===== config.mk =====
export PLATFORM = sky130hd
export DESIGN_NAME = pipe_stage_regs_flat
export DESIGN_NICKNAME = d
export VERILOG_FILES = /design/src/rtl/pipe_stage_regs_pkg.sv /design/src/rtl/pipe_stage_regs_if.sv /design/src/rtl/pipe_stage_regs_pipe_reg.sv /design/src/rtl/pipe_stage_regs.sv /design/src/flat_wrapper.sv
export SDC_FILE = /design/constraint.sdc
export NUM_CORES = 1
export LEC_CHECK = 0
export CORE_AREA = 2 2 277 279
export CTS_CLUSTER_DIAMETER = 120
export DETAILED_ROUTE_END_ITERATION = 16
export DIE_AREA = 0 0 279 281
export GPL_TIMING_DRIVEN = 0
export SETUP_SLACK_MARGIN = 0.05
export SLEW_MARGIN = 10
export SYNTH_ARGS = -nofsm -noshare
export SYNTH_HDL_FRONTEND = slang
export SYNTH_SLANG_ARGS = --single-unit

===== constraint.sdc =====
create_clock -name clk_i -period 5.2 [get_ports clk_i]
set_clock_uncertainty 0.05 [all_clocks]
set_input_delay 1.04 -clock clk_i [delete_from_list [all_inputs] [get_ports clk_i]]
set_output_delay 1.04 -clock clk_i [all_outputs]
set_load 0.02 [all_outputs]

===== src/rtl/pipe_stage_regs_pkg.sv =====
// pipe_stage_regs_pkg
//   Shared widths, bubble encoding and boundary-register record types for the
//   RV32I pipeline boundary registers.
//   Records:
//     ifid_t   - IF/ID  : pc, inst, valid
//     stage_t  - generic stage view : pc, inst, ctrl, valid
//     idex_t   - ID/EX  : stage_t + {rs1,rs2}
//     exmem_t  - EX/MEM : inst, ctrl, valid + {alu_result,store_data}
//     memwb_t  - MEM/WB : inst, ctrl, valid + writeback value
package pipe_stage_regs_pkg;

  localparam int XLEN        = 32;
  localparam int CTRL_W      = 8;
  localparam int CTRL_REGWEN = 0;

  // addi x0,x0,0
  localparam logic [31:0] NOP_INST = 32'h0000_0013;

  typedef struct packed {
    logic [XLEN-1:0]   pc;
    logic [31:0]       inst;
    logic              valid;
  } ifid_t;

  typedef struct packed {
    logic [XLEN-1:0]   pc;
    logic [31:0]       inst;
    logic [CTRL_W-1:0] ctrl;
    logic              valid;
  } stage_t;

  typedef struct packed {
    stage_t            st;
    logic [2*XLEN-1:0] data;
  } idex_t;

  // PCs are not needed past EX, so the later boundaries drop them.
  typedef struct packed {
    logic [31:0]       inst;
    logic [CTRL_W-1:0] ctrl;
    logic              valid;
    logic [2*XLEN-1:0] data;
  } exmem_t;

  typedef struct packed {
    logic [31:0]       inst;
    logic [CTRL_W-1:0] ctrl;
    logic              valid;
    logic [XLEN-1:0]   data;
  } memwb_t;

  localparam ifid_t  IFID_BUBBLE  = '{pc: '0, inst: NOP_INST, valid: 1'b0};
  localparam stage_t STAGE_BUBBLE = '{pc: '0, inst: NOP_INST, ctrl: '0, valid: 1'b0};
  localparam idex_t  IDEX_BUBBLE  = '{st: STAGE_BUBBLE, data: '0};
  localparam exmem_t EXMEM_BUBBLE = '{inst: NOP_INST, ctrl: '0, valid: 1'b0, data: '0};
  localparam memwb_t MEMWB_BUBBLE = '{inst: NOP_INST, ctrl: '0, valid: 1'b0, data: '0};

endpackage


===== src/rtl/pipe_stage_regs_if.sv =====
// pipe_stage_regs_if
//   Bundle between the datapath/hazard unit and the pipeline boundary
//   registers.
//   master : datapath + hazard unit (drives stage inputs and stall/flush)
//   slave  : pipe_stage_regs (returns stage contents, pc_en, counters)
interface pipe_stage_regs_if #(
  parameter int CNT_W = 32
);
  import pipe_stage_regs_pkg::*;

  logic [XLEN-1:0]   pc_if_i;
  logic [31:0]       inst_if_i;
  logic [CTRL_W-1:0] ctrl_id_i;
  logic [2*XLEN-1:0] data_id_i;
  logic [2*XLEN-1:0] data_ex_i;
  logic [XLEN-1:0]   data_mem_i;

  logic Stall_IF, Stall_ID, Stall_EX, Stall_MEM, Stall_WB;
  logic Flush_ID, Flush_EX, Flush_MEM, Flush_WB;

  logic [XLEN-1:0]   pc_id_o, pc_ex_o;
  logic [31:0]       inst_id_o, inst_ex_o, inst_mem_o, inst_wb_o;
  logic [CTRL_W-1:0] ctrl_ex_o, ctrl_mem_o, ctrl_wb_o;
  logic              RegWEn_mem_o, RegWEn_wb_o;
  logic [2*XLEN-1:0] data_ex_o, data_mem_o;
  logic [XLEN-1:0]   data_wb_o;
  logic              valid_id_o, valid_ex_o, valid_mem_o, valid_wb_o;
  logic              pc_en_o;
  logic [CNT_W-1:0]  retire_cnt_o, stall_cnt_o, flush_cnt_o;

  modport master (
    output pc_if_i, inst_if_i, ctrl_id_i, data_id_i, data_ex_i, data_mem_i,
    output Stall_IF, Stall_ID, Stall_EX, Stall_MEM, Stall_WB,
    output Flush_ID, Flush_EX, Flush_MEM, Flush_WB,
    input  pc_id_o, pc_ex_o, inst_id_o, inst_ex_o, inst_mem_o, inst_wb_o,
    input  ctrl_ex_o, ctrl_mem_o, ctrl_wb_o, RegWEn_mem_o, RegWEn_wb_o,
    input  data_ex_o, data_mem_o, data_wb_o,
    input  valid_id_o, valid_ex_o, valid_mem_o, valid_wb_o,
    input  pc_en_o, retire_cnt_o, stall_cnt_o, flush_cnt_o
  );

  modport slave (
    input  pc_if_i, inst_if_i, ctrl_id_i, data_id_i, data_ex_i, data_mem_i,
    input  Stall_IF, Stall_ID, Stall_EX, Stall_MEM, Stall_WB,
    input  Flush_ID, Flush_EX, Flush_MEM, Flush_WB,
    output pc_id_o, pc_ex_o, inst_id_o, inst_ex_o, inst_mem_o, inst_wb_o,
    output ctrl_ex_o, ctrl_mem_o, ctrl_wb_o, RegWEn_mem_o, RegWEn_wb_o,
    output data_ex_o, data_mem_o, data_wb_o,
    output valid_id_o, valid_ex_o, valid_mem_o, valid_wb_o,
    output pc_en_o, retire_cnt_o, stall_cnt_o, flush_cnt_o
  );

endinterface


===== src/rtl/pipe_stage_regs_pipe_reg.sv =====
// pipe_reg
//   One pipeline boundary register with flush > stall > capture priority.
//   Ports:
//     clk_i, rst_ni   clock, async active-low reset (loads BUBBLE)
//     stall_i         hold current contents
//     flush_i         load BUBBLE (wins over stall_i)
//     d_i             upstream stage contents
//     q_o             registered contents
module pipe_reg #(
  parameter int           W      = 1,
  parameter logic [W-1:0] BUBBLE = '0
) (
  input  logic         clk_i,
  input  logic         rst_ni,
  input  logic         stall_i,
  input  logic         flush_i,
  input  logic [W-1:0] d_i,
  output logic [W-1:0] q_o
);

  logic [W-1:0] q_q, q_d;

  // A flush coinciding with a stall (load-use stall plus taken branch) must
  // still squash the stage, so flush is checked first.
  always_comb begin
    q_d = q_q;
    if (flush_i) begin
      q_d = BUBBLE;
    end else if (!stall_i) begin
      q_d = d_i;
    end
  end

  always_ff @(posedge clk_i or negedge rst_ni) begin
    if (!rst_ni) begin
      q_q <= BUBBLE;
    end else begin
      q_q <= q_d;
    end
  end

  assign q_o = q_q;

endmodule


===== src/rtl/pipe_stage_regs.sv =====
// pipe_stage_regs
//   IF/ID, ID/EX, EX/MEM and MEM/WB boundary registers plus bring-up event
//   counters. Stall/flush commands come from the hazard unit; every stage
//   output is a plain register output so the hazard unit can consume them
//   without forming a combinational loop.
//   Ports:
//     clk_i, rst_ni   core clock, async active-low reset
//     bus (slave)     stage inputs, stall/flush commands, stage outputs,
//                     pc_en_o and retire/stall/flush counters
module pipe_stage_regs
  import pipe_stage_regs_pkg::*;
#(
  parameter int CNT_W = 32
) (
  input  logic              clk_i,
  input  logic              rst_ni,
  pipe_stage_regs_if.slave  bus
);

  ifid_t  if_id_d,  if_id_q;
  idex_t  id_ex_d,  id_ex_q;
  exmem_t ex_mem_d, ex_mem_q;
  memwb_t mem_wb_d, mem_wb_q;

  logic [CNT_W-1:0] retire_cnt_q, retire_cnt_d;
  logic [CNT_W-1:0] stall_cnt_q,  stall_cnt_d;
  logic [CNT_W-1:0] flush_cnt_q,  flush_cnt_d;

  // Anything fetched is a real instruction; bubbles only come from flushes.
  assign if_id_d = '{pc: bus.pc_if_i, inst: bus.inst_if_i, valid: 1'b1};

  assign id_ex_d = '{
    st:   '{pc: if_id_q.pc, inst: if_id_q.inst, ctrl: bus.ctrl_id_i, valid: if_id_q.valid},
    data: bus.data_id_i
  };

  assign ex_mem_d = '{
    inst:  id_ex_q.st.inst,
    ctrl:  id_ex_q.st.ctrl,
    valid: id_ex_q.st.valid,
    data:  bus.data_ex_i
  };

  assign mem_wb_d = '{
    inst:  ex_mem_q.inst,
    ctrl:  ex_mem_q.ctrl,
    valid: ex_mem_q.valid,
    data:  bus.data_mem_i
  };

  pipe_reg #(.W($bits(ifid_t)), .BUBBLE(IFID_BUBBLE)) u_if_id (
    .clk_i   (clk_i),
    .rst_ni  (rst_ni),
    .stall_i (bus.Stall_ID),
    .flush_i (bus.Flush_ID),
    .d_i     (if_id_d),
    .q_o     (if_id_q)
  );

  pipe_reg #(.W($bits(idex_t)), .BUBBLE(IDEX_BUBBLE)) u_id_ex (
    .clk_i   (clk_i),
    .rst_ni  (rst_ni),
    .stall_i (bus.Stall_EX),
    .flush_i (bus.Flush_EX),
    .d_i     (id_ex_d),
    .q_o     (id_ex_q)
  );

  pipe_reg #(.W($bits(exmem_t)), .BUBBLE(EXMEM_BUBBLE)) u_ex_mem (
    .clk_i   (clk_i),
    .rst_ni  (rst_ni),
    .stall_i (bus.Stall_MEM),
    .flush_i (bus.Flush_MEM),
    .d_i     (ex_mem_d),
    .q_o     (ex_mem_q)
  );

  pipe_reg #(.W($bits(memwb_t)), .BUBBLE(MEMWB_BUBBLE)) u_mem_wb (
    .clk_i   (clk_i),
    .rst_ni  (rst_ni),
    .stall_i (bus.Stall_WB),
    .flush_i (bus.Flush_WB),
    .d_i     (mem_wb_d),
    .q_o     (mem_wb_q)
  );

  // Counters wrap freely; a held WB stage is not a retirement.
  always_comb begin
    retire_cnt_d = retire_cnt_q;
    stall_cnt_d  = stall_cnt_q;
    flush_cnt_d  = flush_cnt_q;
    if (mem_wb_q.valid && !bus.Stall_WB) retire_cnt_d = retire_cnt_q + 1'b1;
    if (bus.Stall_IF)                    stall_cnt_d  = stall_cnt_q + 1'b1;
    if (bus.Flush_ID)                    flush_cnt_d  = flush_cnt_q + 1'b1;
  end

  always_ff @(posedge clk_i or negedge rst_ni) begin
    if (!rst_ni) begin
      retire_cnt_q <= '0;
      stall_cnt_q  <= '0;
      flush_cnt_q  <= '0;
    end else begin
      retire_cnt_q <= retire_cnt_d;
      stall_cnt_q  <= stall_cnt_d;
      flush_cnt_q  <= flush_cnt_d;
    end
  end

  assign bus.pc_id_o      = if_id_q.pc;
  assign bus.pc_ex_o      = id_ex_q.st.pc;
  assign bus.inst_id_o    = if_id_q.inst;
  assign bus.inst_ex_o    = id_ex_q.st.inst;
  assign bus.inst_mem_o   = ex_mem_q.inst;
  assign bus.inst_wb_o    = mem_wb_q.inst;
  assign bus.ctrl_ex_o    = id_ex_q.st.ctrl;
  assign bus.ctrl_mem_o   = ex_mem_q.ctrl;
  assign bus.ctrl_wb_o    = mem_wb_q.ctrl;
  assign bus.RegWEn_mem_o = ex_mem_q.ctrl[CTRL_REGWEN];
  assign bus.RegWEn_wb_o  = mem_wb_q.ctrl[CTRL_REGWEN];
  assign bus.data_ex_o    = id_ex_q.data;
  assign bus.data_mem_o   = ex_mem_q.data;
  assign bus.data_wb_o    = mem_wb_q.data;
  assign bus.valid_id_o   = if_id_q.valid;
  assign bus.valid_ex_o   = id_ex_q.st.valid;
  assign bus.valid_mem_o  = ex_mem_q.valid;
  assign bus.valid_wb_o   = mem_wb_q.valid;
  // The only combinational output; it gates the PC register, not the hazard unit.
  assign bus.pc_en_o      = ~bus.Stall_IF;
  assign bus.retire_cnt_o = retire_cnt_q;
  assign bus.stall_cnt_o  = stall_cnt_q;
  assign bus.flush_cnt_o  = flush_cnt_q;

endmodule


===== src/flat_wrapper.sv =====
// flat-port wrapper written by rule: the top's interface ports become plain ports
module pipe_stage_regs_flat import pipe_stage_regs_pkg::*;
#(
  parameter int CNT_W = 32
)
  (clk_i, rst_ni, bus_pc_if_i, bus_inst_if_i, bus_ctrl_id_i, bus_data_id_i, bus_data_ex_i, bus_data_mem_i, bus_Stall_IF, bus_Stall_ID, bus_Stall_EX, bus_Stall_MEM, bus_Stall_WB, bus_Flush_ID, bus_Flush_EX, bus_Flush_MEM, bus_Flush_WB, bus_pc_id_o, bus_pc_ex_o, bus_inst_id_o, bus_inst_ex_o, bus_inst_mem_o, bus_inst_wb_o, bus_ctrl_ex_o, bus_ctrl_mem_o, bus_ctrl_wb_o, bus_RegWEn_mem_o, bus_RegWEn_wb_o, bus_data_ex_o, bus_data_mem_o, bus_data_wb_o, bus_valid_id_o, bus_valid_ex_o, bus_valid_mem_o, bus_valid_wb_o, bus_pc_en_o, bus_retire_cnt_o, bus_stall_cnt_o, bus_flush_cnt_o);
  pipe_stage_regs_if #(.CNT_W(CNT_W)) bus_i ();
  input  logic clk_i;
  input  logic rst_ni;
  input wire logic [$bits(bus_i.pc_if_i)-1:0] bus_pc_if_i;
  input wire logic [$bits(bus_i.inst_if_i)-1:0] bus_inst_if_i;
  input wire logic [$bits(bus_i.ctrl_id_i)-1:0] bus_ctrl_id_i;
  input wire logic [$bits(bus_i.data_id_i)-1:0] bus_data_id_i;
  input wire logic [$bits(bus_i.data_ex_i)-1:0] bus_data_ex_i;
  input wire logic [$bits(bus_i.data_mem_i)-1:0] bus_data_mem_i;
  input wire logic [$bits(bus_i.Stall_IF)-1:0] bus_Stall_IF;
  input wire logic [$bits(bus_i.Stall_ID)-1:0] bus_Stall_ID;
  input wire logic [$bits(bus_i.Stall_EX)-1:0] bus_Stall_EX;
  input wire logic [$bits(bus_i.Stall_MEM)-1:0] bus_Stall_MEM;
  input wire logic [$bits(bus_i.Stall_WB)-1:0] bus_Stall_WB;
  input wire logic [$bits(bus_i.Flush_ID)-1:0] bus_Flush_ID;
  input wire logic [$bits(bus_i.Flush_EX)-1:0] bus_Flush_EX;
  input wire logic [$bits(bus_i.Flush_MEM)-1:0] bus_Flush_MEM;
  input wire logic [$bits(bus_i.Flush_WB)-1:0] bus_Flush_WB;
  output wire logic [$bits(bus_i.pc_id_o)-1:0] bus_pc_id_o;
  output wire logic [$bits(bus_i.pc_ex_o)-1:0] bus_pc_ex_o;
  output wire logic [$bits(bus_i.inst_id_o)-1:0] bus_inst_id_o;
  output wire logic [$bits(bus_i.inst_ex_o)-1:0] bus_inst_ex_o;
  output wire logic [$bits(bus_i.inst_mem_o)-1:0] bus_inst_mem_o;
  output wire logic [$bits(bus_i.inst_wb_o)-1:0] bus_inst_wb_o;
  output wire logic [$bits(bus_i.ctrl_ex_o)-1:0] bus_ctrl_ex_o;
  output wire logic [$bits(bus_i.ctrl_mem_o)-1:0] bus_ctrl_mem_o;
  output wire logic [$bits(bus_i.ctrl_wb_o)-1:0] bus_ctrl_wb_o;
  output wire logic [$bits(bus_i.RegWEn_mem_o)-1:0] bus_RegWEn_mem_o;
  output wire logic [$bits(bus_i.RegWEn_wb_o)-1:0] bus_RegWEn_wb_o;
  output wire logic [$bits(bus_i.data_ex_o)-1:0] bus_data_ex_o;
  output wire logic [$bits(bus_i.data_mem_o)-1:0] bus_data_mem_o;
  output wire logic [$bits(bus_i.data_wb_o)-1:0] bus_data_wb_o;
  output wire logic [$bits(bus_i.valid_id_o)-1:0] bus_valid_id_o;
  output wire logic [$bits(bus_i.valid_ex_o)-1:0] bus_valid_ex_o;
  output wire logic [$bits(bus_i.valid_mem_o)-1:0] bus_valid_mem_o;
  output wire logic [$bits(bus_i.valid_wb_o)-1:0] bus_valid_wb_o;
  output wire logic [$bits(bus_i.pc_en_o)-1:0] bus_pc_en_o;
  output wire logic [$bits(bus_i.retire_cnt_o)-1:0] bus_retire_cnt_o;
  output wire logic [$bits(bus_i.stall_cnt_o)-1:0] bus_stall_cnt_o;
  output wire logic [$bits(bus_i.flush_cnt_o)-1:0] bus_flush_cnt_o;
  assign bus_i.pc_if_i = bus_pc_if_i;
  assign bus_i.inst_if_i = bus_inst_if_i;
  assign bus_i.ctrl_id_i = bus_ctrl_id_i;
  assign bus_i.data_id_i = bus_data_id_i;
  assign bus_i.data_ex_i = bus_data_ex_i;
  assign bus_i.data_mem_i = bus_data_mem_i;
  assign bus_i.Stall_IF = bus_Stall_IF;
  assign bus_i.Stall_ID = bus_Stall_ID;
  assign bus_i.Stall_EX = bus_Stall_EX;
  assign bus_i.Stall_MEM = bus_Stall_MEM;
  assign bus_i.Stall_WB = bus_Stall_WB;
  assign bus_i.Flush_ID = bus_Flush_ID;
  assign bus_i.Flush_EX = bus_Flush_EX;
  assign bus_i.Flush_MEM = bus_Flush_MEM;
  assign bus_i.Flush_WB = bus_Flush_WB;
  assign bus_pc_id_o = bus_i.pc_id_o;
  assign bus_pc_ex_o = bus_i.pc_ex_o;
  assign bus_inst_id_o = bus_i.inst_id_o;
  assign bus_inst_ex_o = bus_i.inst_ex_o;
  assign bus_inst_mem_o = bus_i.inst_mem_o;
  assign bus_inst_wb_o = bus_i.inst_wb_o;
  assign bus_ctrl_ex_o = bus_i.ctrl_ex_o;
  assign bus_ctrl_mem_o = bus_i.ctrl_mem_o;
  assign bus_ctrl_wb_o = bus_i.ctrl_wb_o;
  assign bus_RegWEn_mem_o = bus_i.RegWEn_mem_o;
  assign bus_RegWEn_wb_o = bus_i.RegWEn_wb_o;
  assign bus_data_ex_o = bus_i.data_ex_o;
  assign bus_data_mem_o = bus_i.data_mem_o;
  assign bus_data_wb_o = bus_i.data_wb_o;
  assign bus_valid_id_o = bus_i.valid_id_o;
  assign bus_valid_ex_o = bus_i.valid_ex_o;
  assign bus_valid_mem_o = bus_i.valid_mem_o;
  assign bus_valid_wb_o = bus_i.valid_wb_o;
  assign bus_pc_en_o = bus_i.pc_en_o;
  assign bus_retire_cnt_o = bus_i.retire_cnt_o;
  assign bus_stall_cnt_o = bus_i.stall_cnt_o;
  assign bus_flush_cnt_o = bus_i.flush_cnt_o;
  pipe_stage_regs #(.CNT_W(CNT_W)) u_core (.clk_i(clk_i), .rst_ni(rst_ni), .bus(bus_i));
endmodule

==> flow_summary.ini, run 1 <==
[run_status]
status = complete, no violations

[routing]
routed_wl_mm = 70.3
dr_wl_met2_mm = 35.0
drt-met1-wl_mm = 27.6
first_pass_iters = 4
drcViolationCount = 0
viasPerCell = 4.45
routed.top_layer = met5
ant_nets = 0
wl_per_cell_um = 20.6
detail_route.iter0.violations = 602
wl_met3_mm = 5.37
vias = 15200

[cells_and_area]
postLayoutCoreUtil = 0.395
final_cell_mix = clkdlybuf4s50_1, dfrtp_1, nor2_1, mux2i_1, clkbuf_1
layout-drive-gt1-share = 0.0627
nets = 2628
fillCellCount = 7180
layout.cells.most_common = clkdlybuf4s50_1
area_delta_synth_final_pct = 52.6
fin_cells = 3406
register_area_sq_um = 11900
postLayoutCellArea_sq_um = 29800
multi_input_area_sq_um = 7150

[timing]
final.min_clock_period_ns = 3.01
fin_setup_tns_ns = 0
rsz0062_at_grt = no
relSlewSlack = 0.252
setup_violations = 0
drv_slew = 0
final_hold_viol_count = 0
fmax_mhz = 332
tightest_slew_ns = 1.11
fin_crit_sh = 0.579

[critical_path]
crit_buf_inv = 1
cpLargestDelayFamily = flip-flops
timing.critical_path.required_ns = 4.11
worst-r2r-cell-count = 5
path_cells = clkdlybuf4s50_1
max_stage_delay_ns = 0.66
cp-start-kind = register
cp_max_fo = 3
critPathKind = register to output port
startpoint = u_core.u_id_ex.q_o[73]
cp_num_cells = 1
cp.arrival_ns = 1.92
timing.rr.start = u_core.bus.flush_cnt_o[0]
slowest_stage = dfstp_2
endpoint_kind = output port

[global_route]
grt_pass1_wl_mm = 103
overflow = 0
antenna_found_initial = 6
track_usage = 0.174
grt_pass1_vias = 15900
grt_max_degree = 107

[placed_design]
gp_congestion = 0.893
place_area_sq_um = 28000
dp_cells = 3304
dpl.hpwl_mm = 55.0
port_buffers = 713

[die]
die_w_um = 279
dieArea_sq_um = 78400
dieHeight_um = 281
fp.coreArea_sq_um = 75400
initial_utilization = 0.259
io_pins = 722
row_count = 101

[cts]
cts_hold_buf = 0
cts_setup_buffers = 0
cts.path.max_buffers = 3
cts_root_buf = clkbuf_16
insertion_delay_ns = 0.60
ctsHtreeMaxLevel = 2
cts_sinks = 476
cts-resized-gates = 0
cts_tree = yes
clk_pin_slew_worst_paths_ns = 0.06
cts_buffers = 54

[yosys]
syn-instance-count = 1608
yosys_warnings = 0
postSynthAreaPerCell_sq_um = 12.1
post_synth_and_or_nand_nor_area_fraction = 0.127
synthAdderAreaFrac = 0.00192
synth.mux.area_fraction = 0.190
synth-edff-count = 0
synth_xor_area_frac = 0.0417
ys_types = 42
postSynth.asyncResetShare = 1.00
synth_compound_area_frac = 0.00564
synth_fp_nets = 1854
synth_top_family_by_area = multiplexers
synth-main-ff-cell = dfrtp_1
syn_area_sq_um = 19500
yosysSeqAreaShare = 0.611
synth-seq-cells = 476

[power_and_ir_drop]
ir_drop_uv = 232
p_per_area_nw_per_um2 = 314
leakage_nw = 13.8
power_mw = 9.35

[hold_path]
hold_path_class = input port to asynchronous set/reset pin

[job]
maxCapViolations = 0
## cell usage after synthesis, drive strengths merged, types with 9 or more instances
cell | count | area, sq um
dfrtp | 464 | 11600
nor2 | 381 | 1430
mux2i | 367 | 3670
xnor2 | 64 | 561
clkbuf | 54 | 203
buf | 44 | 220
nand4 | 34 | 219
xor2 | 29 | 254
nand2 | 28 | 105
nand3 | 28 | 140
nor3 | 16 | 80.1
and3 | 15 | 93.8
a211o | 12 | 105
dfstp | 12 | 315
nor2b | 12 | 75.1
inv | 9 | 33.8
## path summary, 6_finish.rpt
path / to / slack (ns)
setup / recovery: bus_inst_ex_o[0] / 2.19
hold / removal: u_core.u_mem_wb.q_o[12] / 0.33
setup reg to reg: u_core.bus.flush_cnt_o[22] / 3.03
hold reg to reg: u_core.bus.flush_cnt_o[31] / 0.43
max in group asynchronous: u_core.u_if_id.q_o[1] / 3.41
min in group clk_i: u_core.bus.flush_cnt_o[31] / 0.43
## flip-flops by register name, indices dropped and copies added, names as in the netlist
signal                   cells
u_core.u_mem_wb.q_o         73
u_core.u_id_ex.q_o         137
u_core.bus.flush_cnt_o      32
u_core.bus.stall_cnt_o      32
u_core.u_ex_mem.q_o        105
u_core.u_if_id.q_o          65
u_core.bus.retire_cnt_o     32
## layout make-up
class | instances | share of cell area
diodes | 3 | 0.000252
plain buffers | 98 | 0.0142
clock buffers | 79 | 0.0526
clock inverters | 20 | 0.00655
inverters | 9 | 0.00113
multi-input cells | 1025 | 0.240
flip-flops and latches | 476 | 0.400
well taps | 978 | 0.0411
repair buffers | 718 | 0.244
## where the power goes
| group | internal (mW) | leakage, nW | switching, mW | total [mW] |
|---|---|---|---|---|
| sequential | 3.90 | 6.38 | 0.195 | 4.09 |
| combinational | 0.691 | 6.52 | 0.743 | 1.43 |
| clock | 2.23 | 0.870 | 1.59 | 3.82 |
## kinds of logic (layout without fill, tap and decap cells)
| kind of cell | count (synthesis) | after routing |
|---|---|---|
| xor gates and xnor gates | 93 | 93 |
| AOI/OAI and AO/OA | 13 | 13 |
| DFF | 476 | 476 |
| adders and majority gates | 3 | 3 |
| and+or+nand+nor | 546 | 546 |
| other | 0 | 3 |
| buffers and inverters | 107 | 924 |
| muxes | 370 | 370 |
## metal layers
metal,vias up,track usage
li1,6974,-
met1,7557,0.203
met2,516,0.301
met3,119,0.0538
met4,4,0.0608
met5,-,0
## per-stage QoR
step           setup slack (ns)  hold slack [ns]
6_report                   2.19            0.333
5_1_grt                    2.11            0.346
4_1_cts                    2.12            0.315
3_5_place_dp               1.76            0.421
3_3_place_gp             -18.24            0.408
2_1_floorplan              2.69            0.528
Power figures use the tool's default switching activity.
==> run 2, diff against run 1 <==
--- a/config.mk
+++ b/config.mk
@@ -5,10 +5,10 @@
 export SDC_FILE = /design/constraint.sdc
 export NUM_CORES = 1
 export LEC_CHECK = 0
-export CORE_AREA = 2 2 277 279
+export CORE_AREA = 2 2 283 285
 export CTS_CLUSTER_DIAMETER = 120
 export DETAILED_ROUTE_END_ITERATION = 16
-export DIE_AREA = 0 0 279 281
+export DIE_AREA = 0 0 285 287
 export GPL_TIMING_DRIVEN = 0
 export SETUP_SLACK_MARGIN = 0.05
 export SLEW_MARGIN = 10
==> constraint.sdc (replaced) <==
create_clock -name clk_i -period 2.7 [get_ports clk_i]
set_clock_uncertainty 0.05 [all_clocks]
set_input_delay 0.54 -clock clk_i [delete_from_list [all_inputs] [get_ports clk_i]]
set_output_delay 0.54 -clock clk_i [all_outputs]
set_load 0.02 [all_outputs]
==> run 2 against run 1 <==
Net effect: total power is 97% higher; critical path depth stayed put; design area is 0.76% higher; worst setup slack worse by 2.1 ns; sequential share of layout area is 0.30 points lower; hold slack worse by 0.079 ns; first-iteration DRC count is 8.1% higher; final cell count is 2.3% higher; via count is 0.15% higher; critical endpoint is now bus_inst_ex_o[1]; largest power group unchanged.
==> flow_summary.ini, run 2 (synthesized netlist as in run 1, its figures left out) <==
[placed_design]
dpl.hpwl_mm = 54.7
gp_congestion = 0.897
place_ws_ns = -0.226
port_buffers = 713

[routing]
ant_nets = 0
first_pass_iters = 5
detail_route.iter0.violations = 651
drcViolationCount = 0
routed_wl_mm = 70.4
wl_per_cell_um = 20.2
vias = 15200
viasPerCell = 4.36

[die]
dieHeight_um = 287
initial_utilization = 0.248
row_count = 103
fp.coreArea_sq_um = 78600
die_w_um = 285
dieArea_sq_um = 81800
io_pins = 722

[global_route]
track_usage = 0.167
grt_max_degree = 109
antenna_found_initial = 9
overflow = 0
grt_pass1_vias = 16000
grt_pass1_wl_mm = 104

[critical_path]
cp.arrival_ns = 1.99
startpoint = u_core.u_id_ex.q_o[74]
timing.critical_path.required_ns = 2.11
cp-start-kind = register
slowest_stage = clkdlybuf4s50_1
cpLargestDelayFamily = buffers and inverters
path_cells = clkdlybuf4s50_1
critPathKind = register to output port
endpoint_kind = output port
max_stage_delay_ns = 0.69
timing.rr.start = u_core.bus.flush_cnt_o[0]
cp_max_fo = 3
crit_buf_inv = 1

[power_and_ir_drop]
power_mw = 18.4
ir_drop_uv = 450
p_per_area_nw_per_um2 = 613
leakage_nw = 13.8

[timing]
fin_ws_ns = 0.125
setup_violations = 0
whs_ns = 0.253
fin_crit_sh = 0.954
relSlewSlack = 0.250
tightest_slew_ns = 1.12
fmax_mhz = 388
final.min_clock_period_ns = 2.58
drv_slew = 0
final_hold_viol_count = 0
rsz0062_at_grt = no

[cells_and_area]
layout.cells.most_common = clkdlybuf4s50_1
nets = 2630
largest_reg_flops = 137
postLayoutCoreUtil = 0.382
final_cell_mix = clkdlybuf4s50_1, dfrtp_1, nor2_1, mux2i_1, xnor2_1
area_delta_synth_final_pct = 53.8
fillCellCount = 7582
layout-drive-gt1-share = 0.0674

[cts]
cts_setup_buffers = 0
cts_buffers = 56
ctsHtreeMaxLevel = 2
cts_tree = yes
cts-resized-gates = 0
clk_pin_slew_worst_paths_ns = 0.06
cts_root_buf = clkbuf_16
cts.path.max_buffers = 3
cts_sinks = 476
insertion_delay_ns = 0.61

[hold_path]
hold_start = bus_Stall_IF
hold_path_class = input port to register

[run_status]
status = complete, no violations

[job]
maxCapViolations = 0
## run 2: layout make-up
class / instances / area (sq um) / share of cell area
diodes: 2 / 5.00 / 0.000167
plain buffers: 98 / 424 / 0.0141
clock buffers: 75 / 1560 / 0.0520
clock inverters: 31 / 348 / 0.0116
inverters: 9 / 33.8 / 0.00112
multi-input cells: 1025 / 7160 / 0.238
flip-flops and latches: 476 / 11900 / 0.397
well taps: 1050 / 1310 / 0.0437
repair buffers: 718 / 7260 / 0.242
## run 2: where the power goes
| group | switching, mW | internal [mW] |
|---|---|---|
| Combinational | 1.42 | 1.33 |
| Clock | 3.21 | 4.58 |
| Sequential | 0.366 | 7.50 |
| Total | 5.00 | 13.4 |
## run 2: worst paths after layout
check / slack, ns / endpoint / depth (start not counted)
min reg2reg: 0.41 / u_core.bus.retire_cnt_o[31] / 1
max in group asynchronous: 0.53 / u_core.u_id_ex.q_o[11] / 4
min in group asynchronous: 0.55 / u_core.u_mem_wb.q_o[11] / 2
max reg2reg: 0.46 / u_core.bus.flush_cnt_o[22] / 5
min: 0.25 / u_core.bus.stall_cnt_o[0] / 2
max: 0.12 / bus_inst_ex_o[1] / 1
## run 2: layer usage
metal	share of wire	vias to the layer above	global-route usage	wire length, um
met5	0.00071	-	0	50
met4	0.032	8	0.0558	2280
met3	0.079	130	0.0529	5530
met2	0.49	566	0.284	34500
met1	0.40	7505	0.200	28000
li1	-	6983	-	-
## run 2: timing repair
action | in CTS | in global routing
endpoints found under the setup margin | 0 | 0
hold endpoints to repair | 90 | 0
hold buffers | 1 | 0
## run 2: stage by stage
| step | instances | TNS, ns | cell area (sq um) |
|---|---|---|---|
| final | 3484 | 0 | 30000 |
| after global routing | 3484 | 0 | 30000 |
| after CTS | 3482 | 0 | 30000 |
| after floorplan | 1608 | 0 | 19500 |
| after global placement | 3371 | -9378.37 | 28000 |
| after detailed placement | 3375 | -14.73 | 28100 |
==> run 3, diff against run 2 <==
--- a/config.mk
+++ b/config.mk
@@ -11,7 +11,8 @@
 export DIE_AREA = 0 0 285 287
 export GPL_TIMING_DRIVEN = 0
 export SETUP_SLACK_MARGIN = 0.05
-export SLEW_MARGIN = 10
+export SKIP_CTS_REPAIR_TIMING = 1
+export SLEW_MARGIN = 0
 export SYNTH_ARGS = -nofsm -noshare
 export SYNTH_HDL_FRONTEND = slang
 export SYNTH_SLANG_ARGS = --single-unit
==> run 3 against run 2 <==
Net effect: sequential cell count did not move; non-clock buffer count rose by 1; register-to-register slack improved by 0.02 ns; critical path depth did not move; die area did not move; sequential power barely moved; largest cell class unchanged; critical path type unchanged.
==> flow_summary.ini, run 3 (synthesized netlist as in run 1, its figures left out) <==
[routing]
first_pass_iters = 4
ant_nets = 0
vias = 15200
wl_met3_mm = 5.48
drcViolationCount = 0
routed_wl_mm = 70.3
detail_route.iter0.violations = 592
viasPerCell = 4.36
drt-met1-wl_mm = 28.0
routed.top_layer = met5
dr_wl_met2_mm = 34.4
wl_per_cell_um = 20.2

[die]
fp.coreArea_sq_um = 78600
dieHeight_um = 287
dieArea_sq_um = 81800
io_pins = 722
row_count = 103
initial_utilization = 0.248
die_w_um = 285

[global_route]
grt_pass1_vias = 15900
grt_pass1_wl_mm = 104
grt_max_degree = 117
track_usage = 0.166
overflow = 0
antenna_found_initial = 8

[cells_and_area]
fin_cells = 3485
layout-drive-gt1-share = 0.0633
postLayoutCoreUtil = 0.383
nets = 2631
layout.cells.most_common = clkdlybuf4s50_1
area_delta_synth_final_pct = 54.0
final_cell_mix = clkdlybuf4s50_1, dfrtp_1, nor2_1, mux2i_1, clkbuf_1
postLayoutCellArea_sq_um = 30100
largest_reg_flops = 137
fillCellCount = 7556

[critical_path]
critPathKind = register to output port
timing.critical_path.required_ns = 2.11
crit_buf_inv = 1
slowest_stage = dfstp_2
cp-start-kind = register
cp.arrival_ns = 1.99
cp_max_fo = 3
cpLargestDelayFamily = flip-flops
max_stage_delay_ns = 0.69
endpoint_kind = output port
path_cells = clkdlybuf4s50_1
reg2reg_slack_ns = 0.48

[placed_design]
gp_congestion = 0.897
dpl.hpwl_mm = 54.8
port_buffers = 713
dp_cells = 3375
place_ws_ns = -0.228
place_area_sq_um = 28100

[timing]
fin_ws_ns = 0.124
fin_setup_tns_ns = 0
fmax_mhz = 388
final_hold_viol_count = 0
setup_violations = 0
drv_slew = 0
final.min_clock_period_ns = 2.58
tightest_slew_ns = 1.29
fin_crit_sh = 0.954
relSlewSlack = 0.139
rsz0062_at_grt = no
whs_ns = 0.274

[cts]
cts_tree = yes
cts_root_buf = clkbuf_16
cts_buffers = 56
cts.path.max_buffers = 3
cts_sinks = 476
ctsHtreeMaxLevel = 2
clk_pin_slew_worst_paths_ns = 0.06
insertion_delay_ns = 0.60

[power_and_ir_drop]
p_per_area_nw_per_um2 = 617
ir_drop_uv = 418
power_mw = 18.6
leakage_nw = 13.8

[run_status]
status = complete, no violations

[hold_path]
hold_path_class = input port to register

[job]
maxCapViolations = 0
run 3: routing by layer:
| layer | GRT usage | vias to the layer above |
|---|---|---|
| met2 | 0.283 | 538 |
| met1 | 0.198 | 7548 |
| met5 | 0 | - |
| li1 | - | 6980 |
| met4 | 0.0554 | 8 |
| met3 | 0.0529 | 118 |
run 3: final cells by class:
cell class	count	area, sq um	share of cell area
sequential	476	11900	0.396
timing repair buffer	719	7290	0.242
multi-input combinational	1025	7150	0.238
clock buffer	90	1700	0.0565
tap	1050	1310	0.0437
buffer	98	423	0.0141
clock inverter	15	244	0.00811
inverter	9	33.8	0.00112
antenna	3	7.51	0.000250
run 3: worst paths after layout:
| check | startpoint | end | cells after the start |
|---|---|---|---|
| min in group asynchronous | rst_ni | u_core.u_ex_mem.q_o[2] | 3 |
| worst max register to register | u_core.bus.flush_cnt_o[3] | u_core.bus.flush_cnt_o[17] | 4 |
| max in group asynchronous | rst_ni | u_core.u_id_ex.q_o[8] | 5 |
| worst max-delay path | u_core.u_id_ex.q_o[74] | bus_inst_ex_o[1] | 1 |
| worst min register to register | u_core.bus.flush_cnt_o[31] | u_core.bus.flush_cnt_o[31] | 1 |
| worst min-delay path | bus_Stall_IF | u_core.bus.stall_cnt_o[0] | 2 |
run 3: power by group:
part / switching [mW] / internal, mW
combinational: 1.42 / 1.33
clock: 3.06 / 4.86
sequential: 0.368 / 7.50
